===== src/rtl/dlsc_sp605_ch7301c_init.sv =====
// Power-up I2C register loader for the SP605 CH7301C DVI transmitter; releases px_en once every write is ACKed.
// Optional build macro DLSC_CH7301C_INIT_RETRY_EN: retry a NACKed table entry up to 3 times before giving up.
module dlsc_sp605_ch7301c_init #(
  parameter int         I2C_DIV    = 250,
  parameter logic [6:0] I2C_ADDR   = 7'h76,
  parameter int         RESET_WAIT = 100000,
  parameter bit         AUTO_START = 1'b1
) (
  input  logic clk,
  input  logic rst_n,
  input  logic start,
  output logic busy,
  output logic done,
  output logic error,
  output logic px_en,
  input  logic scl_i,
  output logic scl_oe,
  input  logic sda_i,
  output logic sda_oe
);

  typedef enum logic [3:0] {
    ST_IDLE, ST_WAIT, ST_START, ST_BYTE, ST_ACK, ST_STOP, ST_GAP, ST_DONE, ST_ERR
  } state_t;

  localparam logic [15:0] DIV_LAST  = 16'(I2C_DIV - 1);
  localparam logic [31:0] WAIT_LAST = 32'(RESET_WAIT - 1);
  localparam logic [3:0]  TBL_END   = 4'd9;

  state_t      state_q, state_d;
  logic [15:0] qCnt_q;
  logic [1:0]  quarter_q;
  logic [31:0] waitCnt_q;
  logic [2:0]  bitCnt_q;
  logic [1:0]  byteCnt_q;
  logic [3:0]  tblIdx_q;
  logic        ackSample_q;
  logic        giveUp_q;
  logic        autoPend_q;
  logic        busy_q, done_q, error_q, pxEn_q;
  logic        sclOe_q, sdaOe_q;
`ifdef DLSC_CH7301C_INIT_RETRY_EN
  logic [1:0]  retry_q;
`endif

  logic        inPhase, hold, qLast, phaseEnd;
  logic        sclOeD, sdaOeD;
  logic [15:0] entry;
  logic [7:0]  curByte;
  logic        curBit;
  logic        enterWait, enterDone, enterErr;

  function automatic logic [15:0] tableEntry(input logic [3:0] idx);
    logic [15:0] e;
    case (idx)
      4'd0:    e = 16'h1C04;
      4'd1:    e = 16'h1D45;
      4'd2:    e = 16'h1F80;
      4'd3:    e = 16'h2109;
      4'd4:    e = 16'h3308;
      4'd5:    e = 16'h3416;
      4'd6:    e = 16'h3660;
      4'd7:    e = 16'h4818;
      4'd8:    e = 16'h49C0;
      default: e = 16'h0000;
    endcase
    return e;
  endfunction

  assign entry   = tableEntry(tblIdx_q);
  assign curByte = (byteCnt_q == 2'd0) ? {I2C_ADDR, 1'b0} :
                   (byteCnt_q == 2'd1) ? entry[15:8] : entry[7:0];
  assign curBit  = curByte[3'd7 - bitCnt_q];

  assign inPhase = (state_q == ST_START) || (state_q == ST_BYTE) || (state_q == ST_ACK) ||
                   (state_q == ST_STOP)  || (state_q == ST_GAP);

  // A slave stretches only once our registered release has reached the pad.
  assign hold     = inPhase && !sclOeD && !sclOe_q && !scl_i;
  assign qLast    = (qCnt_q == DIV_LAST) && !hold;
  assign phaseEnd = qLast && (quarter_q == 2'd3);

  always_comb begin
    sclOeD = 1'b0;
    sdaOeD = 1'b0;
    case (state_q)
      ST_START: begin
        sdaOeD = quarter_q[1];
        sclOeD = (quarter_q == 2'd3);
      end
      ST_BYTE: begin
        sclOeD = (quarter_q == 2'd0) || (quarter_q == 2'd3);
        sdaOeD = ~curBit;
      end
      ST_ACK: begin
        sclOeD = (quarter_q == 2'd0) || (quarter_q == 2'd3);
      end
      ST_STOP: begin
        sdaOeD = ~quarter_q[1];
        sclOeD = (quarter_q == 2'd0);
      end
      default: ;
    endcase
  end

  always_ff @(posedge clk or negedge rst_n) begin
    if (!rst_n) state_q <= ST_IDLE;
    else        state_q <= state_d;
  end

  always_comb begin
    state_d = state_q;
    case (state_q)
      ST_IDLE:  if (start || autoPend_q) state_d = ST_WAIT;
      ST_WAIT:  if (waitCnt_q == WAIT_LAST) state_d = ST_START;
      ST_START: if (phaseEnd) state_d = ST_BYTE;
      ST_BYTE:  if (phaseEnd && bitCnt_q == 3'd7) state_d = ST_ACK;
      ST_ACK: begin
        if (phaseEnd) begin
          if (ackSample_q || byteCnt_q == 2'd2) state_d = ST_STOP;
          else                                  state_d = ST_BYTE;
        end
      end
      ST_STOP:  if (phaseEnd) state_d = giveUp_q ? ST_ERR : ST_GAP;
      ST_GAP:   if (phaseEnd) state_d = (tblIdx_q == TBL_END) ? ST_DONE : ST_START;
      ST_DONE,
      ST_ERR:   if (start) state_d = ST_WAIT;
      default:  state_d = ST_IDLE;
    endcase
  end

  assign enterWait = (state_q != ST_WAIT) && (state_d == ST_WAIT);
  assign enterDone = (state_q != ST_DONE) && (state_d == ST_DONE);
  assign enterErr  = (state_q != ST_ERR)  && (state_d == ST_ERR);

  always_ff @(posedge clk or negedge rst_n) begin
    if (!rst_n) begin
      qCnt_q      <= '0;
      quarter_q   <= '0;
      waitCnt_q   <= '0;
      bitCnt_q    <= '0;
      byteCnt_q   <= '0;
      tblIdx_q    <= '0;
      ackSample_q <= 1'b0;
      giveUp_q    <= 1'b0;
      autoPend_q  <= AUTO_START;
      busy_q      <= 1'b0;
      done_q      <= 1'b0;
      error_q     <= 1'b0;
      pxEn_q      <= 1'b0;
      sclOe_q     <= 1'b0;
      sdaOe_q     <= 1'b0;
`ifdef DLSC_CH7301C_INIT_RETRY_EN
      retry_q     <= '0;
`endif
    end else begin
      sclOe_q   <= sclOeD;
      sdaOe_q   <= sdaOeD;
      pxEn_q    <= enterWait ? 1'b0 : done_q;
      waitCnt_q <= (state_q == ST_WAIT) ? waitCnt_q + 32'd1 : '0;

      if (state_q == ST_IDLE && state_d == ST_WAIT) autoPend_q <= 1'b0;

      if (!inPhase) begin
        qCnt_q    <= '0;
        quarter_q <= '0;
      end else if (!hold) begin
        if (qCnt_q == DIV_LAST) begin
          qCnt_q    <= '0;
          quarter_q <= quarter_q + 2'd1;
        end else begin
          qCnt_q <= qCnt_q + 16'd1;
        end
      end

      if (state_q == ST_ACK && quarter_q == 2'd2 && qLast) ackSample_q <= sda_i;

      if (state_q == ST_START) begin
        bitCnt_q  <= '0;
        byteCnt_q <= '0;
      end
      if (state_q == ST_BYTE && phaseEnd) bitCnt_q <= bitCnt_q + 3'd1;

      // The entry index only advances on an ACKed data byte, so a retry reissues the same write.
      if (state_q == ST_ACK && phaseEnd) begin
        if (ackSample_q) begin
`ifdef DLSC_CH7301C_INIT_RETRY_EN
          if (retry_q == 2'd3) giveUp_q <= 1'b1;
          else                 retry_q  <= retry_q + 2'd1;
`else
          giveUp_q <= 1'b1;
`endif
        end else if (byteCnt_q == 2'd2) begin
          tblIdx_q <= tblIdx_q + 4'd1;
`ifdef DLSC_CH7301C_INIT_RETRY_EN
          retry_q  <= '0;
`endif
        end else begin
          byteCnt_q <= byteCnt_q + 2'd1;
        end
      end

      if (enterWait) begin
        busy_q   <= 1'b1;
        done_q   <= 1'b0;
        error_q  <= 1'b0;
        tblIdx_q <= '0;
        giveUp_q <= 1'b0;
`ifdef DLSC_CH7301C_INIT_RETRY_EN
        retry_q  <= '0;
`endif
      end
      if (enterDone) begin
        done_q <= 1'b1;
        busy_q <= 1'b0;
      end
      if (enterErr) begin
        error_q <= 1'b1;
        busy_q  <= 1'b0;
      end
    end
  end

  assign busy   = busy_q;
  assign done   = done_q;
  assign error  = error_q;
  assign px_en  = pxEn_q;
  assign scl_oe = sclOe_q;
  assign sda_oe = sdaOe_q;

endmodule


===== config.mk =====
export PLATFORM = sky130hd
export DESIGN_NAME = dlsc_sp605_ch7301c_init
export DESIGN_NICKNAME = d
export VERILOG_FILES = /design/src/rtl/dlsc_sp605_ch7301c_init.sv
export SDC_FILE = /design/constraint.sdc
export NUM_CORES = 1
export LEC_CHECK = 0
export CAP_MARGIN = 40
export CORE_ASPECT_RATIO = 1.75
export CORE_MARGIN = 1.5
export CORE_UTILIZATION = 40
export CTS_CLUSTER_DIAMETER = 30
export DETAILED_ROUTE_END_ITERATION = 16
export GPL_ROUTABILITY_DRIVEN = 0
export GPL_TIMING_DRIVEN = 0
export PLACE_DENSITY = 0.59
export SYNTH_ARGS = -nofsm -noshare
export SYNTH_HDL_FRONTEND = slang
export SYNTH_SLANG_ARGS = --single-unit

===== constraint.sdc =====
create_clock -name clk -period 5.05 [get_ports clk]
set_input_delay 0.505 -clock clk [delete_from_list [all_inputs] [get_ports clk]]
set_output_delay 0.505 -clock clk [all_outputs]
set_load 0.01 [all_outputs]

# Yosys cells after proc, flatten, opt, wreduce, memory -nomap -nowiden
# Memories as Yosys holds them, arrays and structs flattened.
# Index checks and enable logic that the tools add are counted.
[word_totals]
regBits = 72
latch_bits = 0
ramBits = 0
romBits = 240
inputBits = 5
out_inout_bits = 6
wordCells = 136
memories = 1
[memory_table]
columns = ["memory", "words", "width", "read_ports", "rd_clocked_by_memory_dff", "write_ports", "line", "source"]
rows = [
  ["(no name shown)", 16, 15, 1, 0, 0, "55", "case (idx)"],
]
[classes]
addsub = 7
mul = 0
div_mod_pow = 0
magnitude_cmp = 1
eq_ne = 25
shifts = 0
muxes = 45
bitwise = 2
n_reduce_logical = 39
[op_table]
columns = ["operator", "count"]
rows = [
  ["$mux W4", 13],
  ["$mux W16", 3],
  ["$add A32 B1 Y32 const B", 1],
  ["$eq A32 B17 Y1 const B", 1],
  ["$mux W32", 1],
  ["$pmux W4 S8", 1],
  ["$eq A4 B3 Y1 const B", 5],
  ["$add A16 B1 Y16 const B", 1],
  ["$eq A16 B8 Y1 const B", 1],
  ["$mux W8", 2],
  ["$logic_and A1 B1 Y1", 14],
  ["$mux W2", 7],
  ["$eq A4 B4 Y1 const B", 3],
  ["$mux W3", 4],
  ["$mux W1", 11],
  ["$reduce_bool A2 Y1", 5],
  ["$eq A4 B1 Y1 const B", 2],
  ["$eq A4 B2 Y1 const B", 2],
  ["$logic_or A1 B1 Y1", 7],
  ["$eq A2 B2 Y1 const B", 3],
  ["$pmux W1 S3", 2],
  ["$add A2 B1 Y2 const B", 2],
  ["$add A4 B1 Y4 const B", 1],
  ["$logic_not A1 Y1", 4],
  ["18 further kinds", 23],
]

# Longest topological paths before layout
[logic_depth]
ltp_word = 19
depth_mapped = 11
mapped_depth_nobuf = 9

# Worst setup path after synthesis
# No wires, ideal clock.
[synth_timing]
kind = "input to register"
from = "in scl_i"
to = "reg done_q (netlist: done)"
setup_ns = 0.139
arrival_ns = 2.482
required_ns = 4.911
path_slack_ns = 2.429
path_stages = 8
n_path_buf = 1
path_cell_list = "or2_2 a311o_1 or3_1 buf_6 a41o_1 or2_4 nor4b_4 o21ai_0"
[synth_between]
elab_chain_cells = 12
elab_cells_between_ends = 18
cone_classes = "eq/ne (2); mux (8); reduce/logical (8)"
[synth_rtl]
columns = ["item", "line", "source"]
rows = [
  ["start: declaration", "16", "input logic scl_i,"],
  ["$logic_not A1 Y1 *", "79", "assign hold = inPhase && !sclOeD && !sclOe_q && !scl_i;"],
  ["$logic_and A1 B1 Y1 *", "79", ""],
  ["$logic_not A1 Y1 *", "-", ""],
  ["$logic_and A1 B1 Y1 *", "80", "assign qLast = (qCnt_q == DIV_LAST) && !hold;"],
  ["$logic_and A1 B1 Y1 *", "81", "assign phaseEnd = qLast && (quarter_q == 2'd3);"],
  ["$logic_and A1 B1 Y1", "117", "ST_BYTE: if (phaseEnd && bitCnt_q == 3'd7) state_d = ST_ACK;"],
  ["$mux W4", "117", ""],
  ["$pmux W4 S8 *", "113", "case (state_q)"],
  ["$eq A4 B1 Y1", "132", "assign enterWait = (state_q != ST_WAIT) && (state_d == ST_WAIT);"],
  ["$logic_and A1 B1 Y1", "132", ""],
  ["$mux W1", "-", ""],
  ["$mux W1 *", "213", "if (enterDone) begin"],
  ["end signal: assignment", "148", "done_q <= 1'b0;"],
  ["end signal: assignment", "205", "done_q <= 1'b0;"],
  ["end signal: assignment", "214", "done_q <= 1'b1;"],
  ["end: declaration", "40", "logic busy_q, done_q, error_q, pxEn_q;"],
]
# Mark *: on every way between the ends. The rest lies on a longest branch, timed or not.
# A chain may end at the register's enable or synchronous reset.

# Worst setup path in the final report
[layout_timing]
from = "reg qCnt_q[1]"
to = "reg done_q (netlist: done)"
[layout_between]
elab_chain_cells = 10
elab_cells_between_ends = 16
cone_classes = "eq/ne (3); mux (8); reduce/logical (5)"
[layout_rtl]
columns = ["item", "line", "source"]
rows = [
  ["start: declaration", "31", "logic [15:0] qCnt_q;"],
  ["start signal: assignment", "172", "qCnt_q <= qCnt_q + 16'd1;"],
  ["$eq A16 B8 Y1 *", "80", ""],
  ["$logic_and A1 B1 Y1 *", "80", ""],
  ["$logic_and A1 B1 Y1 *", "81", ""],
  ["$logic_and A1 B1 Y1", "117", ""],
  ["$mux W4", "117", ""],
  ["$pmux W4 S8 *", "113", ""],
  ["net state_d[2]", "30", "state_t state_q, state_d;"],
  ["$eq A4 B1 Y1", "132", ""],
  ["$logic_and A1 B1 Y1", "132", ""],
  ["$mux W1", "-", ""],
  ["$mux W1 *", "213", ""],
]
# The timed path passes the listed nets; every way through them passes the cells marked *.

==> impl_metrics.xml <==
<?xml version="1.0" encoding="UTF-8"?>
<metrics>
  <group name="routing">
    <metric name="vias" unit="">3510</metric>
    <metric name="drt-vias-per-instance" unit="">5.55</metric>
    <metric name="first_iter_violations" unit="">217</metric>
    <metric name="detail_route.wirelength" unit="um">9940</metric>
    <metric name="ant_nets" unit="">0</metric>
    <metric name="drt_pass_1_iters" unit="">4</metric>
    <metric name="post_detailed_route_drc_marker_count" unit="">0</metric>
    <metric name="routedWlPerCell" unit="um">15.7</metric>
  </group>
  <group name="grt">
    <metric name="grt_util_all_layers" unit="%">19.0</metric>
    <metric name="maximum_number_of_pins_on_one_net_before_global_route_repair" unit="">47</metric>
    <metric name="globalRouteOverflowTotal" unit="">0</metric>
    <metric name="grt_pass1_wl" unit="um">16700</metric>
    <metric name="grt_antenna_before_repair" unit="">0</metric>
    <metric name="grt_pass1_vias" unit="">3574</metric>
  </group>
  <group name="setup_path">
    <metric name="ff2ff_path_depth" unit="">10</metric>
    <metric name="crit_family" unit="">simple AND/OR/NAND/NOR gates</metric>
    <metric name="critPathKind" unit="">reg2reg</metric>
    <metric name="r2r_start" unit="">qCnt_q[1]</metric>
    <metric name="path_buf_inv" unit="">2</metric>
    <metric name="crit_fanout" unit="">9</metric>
    <metric name="critPathArrivalTime" unit="ps">3220</metric>
    <metric name="ff2ff_setup_slack" unit="ps">2020</metric>
    <metric name="end_kind" unit="">flop</metric>
    <metric name="critical_path.max_stage_delay" unit="ps">540</metric>
    <metric name="worst-endpoint-required" unit="ps">5250</metric>
    <metric name="worstReg2RegEnd" unit="">done</metric>
    <metric name="cp-start-kind" unit="">flop</metric>
    <metric name="path_cells" unit="">inv_1, ha_1, nor4b_1, and4_1, clkbuf_1, o31a_1, or2_2, o211ai_1, nor4b_4, o21ai_0</metric>
    <metric name="cpMaxStageDelayCell" unit="">sky130_fd_sc_hd__nor4b_4</metric>
  </group>
  <group name="floorplanning">
    <metric name="floorplan.io_pins" unit="">11</metric>
    <metric name="die_y" unit="um">140</metric>
    <metric name="placement_rows" unit="">49</metric>
    <metric name="die-area" unit="um2">11400</metric>
    <metric name="floorplan.die.width" unit="um">81.3</metric>
    <metric name="initial_util" unit="%">41.4</metric>
    <metric name="fp.coreArea" unit="um2">10400</metric>
  </group>
  <group name="synthesis">
    <metric name="synth_top_area_share" unit="%">41.4</metric>
    <metric name="yosys.cell_types.count" unit="">63</metric>
    <metric name="dominantRegCellSynth" unit="">sky130_fd_sc_hd__dfrtp_1</metric>
    <metric name="synthesized_area_per_cell" unit="um2">9.02</metric>
    <metric name="post_synth_main_area_contributors" unit="">sky130_fd_sc_hd__dfrtp_1 41%, sky130_fd_sc_hd__nor2_1 6.2%, sky130_fd_sc_hd__ha_1 5.0%</metric>
    <metric name="yosys_warnings" unit="">0</metric>
    <metric name="syn_area" unit="um2">4290</metric>
    <metric name="synth_fp_nets" unit="">498</metric>
    <metric name="yosys.area.top_type" unit="">sky130_fd_sc_hd__dfrtp_1</metric>
    <metric name="post_synthesis_cell_count" unit="">476</metric>
    <metric name="postSynth.asyncResetShare" unit="%">100</metric>
    <metric name="synth-seq-area-share" unit="%">42.0</metric>
    <metric name="synth_seq_cells" unit="">72</metric>
    <metric name="synth_edf_count" unit="">0</metric>
  </group>
  <group name="sta">
    <metric name="worst_pin_slew" unit="ps">820</metric>
    <metric name="drv_slew" unit="">0</metric>
    <metric name="post-route-min-period" unit="ps">3030</metric>
    <metric name="grt_setup_unrepaired" unit="">false</metric>
    <metric name="maxSlewHeadroom" unit="%">44.6</metric>
    <metric name="number_of_hold_violations_in_the_final_report" unit="">0</metric>
    <metric name="final.period_utilization" unit="%">59.9</metric>
    <metric name="clock_skew" unit="ps">6.47</metric>
    <metric name="max_freq" unit="MHz">330</metric>
    <metric name="finalSetupTns" unit="ps">0</metric>
    <metric name="finalSetupViolations" unit="">0</metric>
  </group>
  <group name="cells_and_area">
    <metric name="final-instance-count-excl-fill" unit="">632</metric>
    <metric name="layout-area-overhead-vs-synth" unit="%">14.1</metric>
    <metric name="fraction_of_final_layout_cells_with_drive_strength_greater_than_1" unit="%">6.73</metric>
    <metric name="final_design_area_no_fill" unit="um2">4900</metric>
    <metric name="final_net_count" unit="">522</metric>
    <metric name="post-route-util" unit="%">47.3</metric>
    <metric name="antenna_cells_inserted" unit="">0</metric>
  </group>
  <group name="status">
    <metric name="outcome" unit="">completed</metric>
  </group>
  <group name="clock_tree">
    <metric name="cts_resized" unit="">0</metric>
    <metric name="htreeDepth" unit="">3</metric>
    <metric name="ctsHoldBuffers" unit="">0</metric>
    <metric name="clock-sinks" unit="">72</metric>
    <metric name="root_buffer" unit="">sky130_fd_sc_hd__clkbuf_16</metric>
    <metric name="worst_skew_pair.late_latency" unit="ps">330</metric>
    <metric name="cts_inserted_buffers" unit="">9</metric>
    <metric name="cts_tree" unit="">built</metric>
    <metric name="cts_post_setup_buffers_inserted" unit="">0</metric>
    <metric name="clock_tree.buffer_depth" unit="">2</metric>
    <metric name="path_clk_slew" unit="ps">60</metric>
  </group>
  <group name="placement">
    <metric name="detailed_place_hpwl" unit="um">7480</metric>
    <metric name="placed_cells_incl_taps" unit="">616</metric>
    <metric name="place_area" unit="um2">4590</metric>
    <metric name="port_buffers" unit="">10</metric>
  </group>
  <group name="job">
    <metric name="drv_cap" unit="">0</metric>
  </group>
  <group name="pwr">
    <metric name="ir_drop" unit="mV">0.210</metric>
    <metric name="p_leak" unit="nW">2.01</metric>
    <metric name="power_density" unit="nW/um2">329</metric>
  </group>
  <group name="worst_hold_path">
    <metric name="hold_path_class" unit="">in2async</metric>
  </group>
</metrics>
[metrics by stage]
stage	total power, mW	hold WS (ps)	worst slack [ps]
after floorplan	0.831	209	2430
after global placement	0.928	469	952
after detailed placement	0.940	458	1790
after CTS	1.63	103	2010
after global routing	1.69	111	1770
final	1.61	90.3	2020
[state kept, by name, indices dropped and copies added, names as in the netlist]
register and flops:
qCnt_q 16, scl_oe 1, error 1, giveUp_q 1, quarter_q 2, waitCnt_q 32, busy 1, done 1
sda_oe 1, state_q 4, tblIdx_q 4, autoPend_q 1, ackSample_q 1, byteCnt_q 2, px_en 1, bitCnt_q 3
[cells by family after synthesis]
kind of cell	share of synthesized area, %
muxes	2.42
AOI/OAI and AO/OA	11.6
and+or+nand+nor	27.5
xor gates and xnor gates	7.75
DFF	42.0
buffers and inverters	3.73
adders and majority gates	4.95
[where the power goes]
| group | leakage, nW | total [mW] | switching (mW) | internal (mW) |
|---|---|---|---|---|
| Combinational | 0.910 | 0.242 | 0.130 | 0.112 |
| Sequential | 0.946 | 0.687 | 0.0573 | 0.630 |
| Clock | 0.154 | 0.682 | 0.236 | 0.446 |
[cells in the final DEF (no fill, tap or decap), types with 3 or more instances in the layout]
cell	count
sky130_fd_sc_hd__clkbuf_16	9
sky130_fd_sc_hd__nand3_1	27
sky130_fd_sc_hd__xor2_1	22
sky130_fd_sc_hd__and4_1	6
sky130_fd_sc_hd__mux2i_1	7
sky130_fd_sc_hd__nor2_1	71
sky130_fd_sc_hd__o311ai_0	3
sky130_fd_sc_hd__nor4b_1	5
sky130_fd_sc_hd__dfrtp_1	71
sky130_fd_sc_hd__o22ai_1	3
sky130_fd_sc_hd__a31oi_1	3
sky130_fd_sc_hd__o211ai_1	7
sky130_fd_sc_hd__nor3_1	12
sky130_fd_sc_hd__and2_1	5
sky130_fd_sc_hd__nor4_1	8
sky130_fd_sc_hd__and3_1	7
sky130_fd_sc_hd__a21oi_1	15
sky130_fd_sc_hd__or3_1	9
sky130_fd_sc_hd__clkbuf_1	20
sky130_fd_sc_hd__nand3b_1	5
sky130_fd_sc_hd__or2_2	5
sky130_fd_sc_hd__clkdlybuf4s50_1	9
sky130_fd_sc_hd__ha_1	17
sky130_fd_sc_hd__buf_1	4
sky130_fd_sc_hd__nand2b_1	5
sky130_fd_sc_hd__xnor2_1	16
sky130_fd_sc_hd__inv_1	16
sky130_fd_sc_hd__nor2b_1	6
sky130_fd_sc_hd__o21ai_0	21
sky130_fd_sc_hd__nand2_1	33
sky130_fd_sc_hd__nand4_1	11
[routing by layer]
metal	vias to the layer above	track usage [%]	routed length, um	share of wire [%]
met2	57	35.8	5610	56
met3	13	3.97	244	2.5
li1	1730	-	-	-
met1	1710	19.3	3900	39
met5	-	0	0	0
met4	0	7.99	194	2.0
[synth_stat cells, types with 2 or more instances]
cell type                    n
sky130_fd_sc_hd__dfrtp_1    71
sky130_fd_sc_hd__nor2_1     71
sky130_fd_sc_hd__nand2_1    33
sky130_fd_sc_hd__nand3_1    27
sky130_fd_sc_hd__xor2_1     22
sky130_fd_sc_hd__o21ai_0    21
sky130_fd_sc_hd__clkbuf_1   17
sky130_fd_sc_hd__ha_1       17
sky130_fd_sc_hd__inv_1      16
sky130_fd_sc_hd__xnor2_1    16
sky130_fd_sc_hd__a21oi_1    15
sky130_fd_sc_hd__nor3_1     12
sky130_fd_sc_hd__nand4_1    11
sky130_fd_sc_hd__or3_1       9
sky130_fd_sc_hd__nor4_1      8
sky130_fd_sc_hd__and3_1      7
sky130_fd_sc_hd__mux2i_1     7
sky130_fd_sc_hd__o211ai_1    7
sky130_fd_sc_hd__and4_1      6
sky130_fd_sc_hd__nor2b_1     6
sky130_fd_sc_hd__and2_1      5
sky130_fd_sc_hd__nand2b_1    5
sky130_fd_sc_hd__nand3b_1    5
sky130_fd_sc_hd__nor4b_1     5
sky130_fd_sc_hd__or2_2       5
sky130_fd_sc_hd__a31oi_1     3
sky130_fd_sc_hd__o22ai_1     3
sky130_fd_sc_hd__o311ai_0    3
sky130_fd_sc_hd__a221o_1     2
sky130_fd_sc_hd__and3b_1     2
sky130_fd_sc_hd__buf_1       2
sky130_fd_sc_hd__buf_2       2
sky130_fd_sc_hd__nand4b_1    2
sky130_fd_sc_hd__o2111ai_1   2
sky130_fd_sc_hd__o21bai_1    2
sky130_fd_sc_hd__o32ai_1     2
[worst max path at each step]
stage | start | endpoint | slack (ps) | cells after the start
final | qCnt_q[1] | done | 2020 | 10
after global routing | qCnt_q[1] | error | 1770 | 10
after CTS | qCnt_q[1] | error | 2010 | 10
after detailed placement | scl_i | error | 1790 | 9
after global placement | rst_n | waitCnt_q[26] | 950 | 1
after floorplan | scl_i | done | 2430 | 8
[worst register-to-register path, delay by kind of cell (launching register included)]
kind	cells	cell delay, ps
compound gates	3	650
fa+ha+maj	1	200
buf+inv	2	430
flops	1	380
simple gates	4	1250
[cell type report]
cell class	count	area, um2
well taps	127	159
inverters	16	60.1
flip-flops and latches	72	1800
repair buffers	13	133
clock buffers	13	250
fillers	985	5460
plain buffers	23	100
clock inverters	3	65.1
multi-input cells	365	2330
Power figures use the tool's default switching activity.
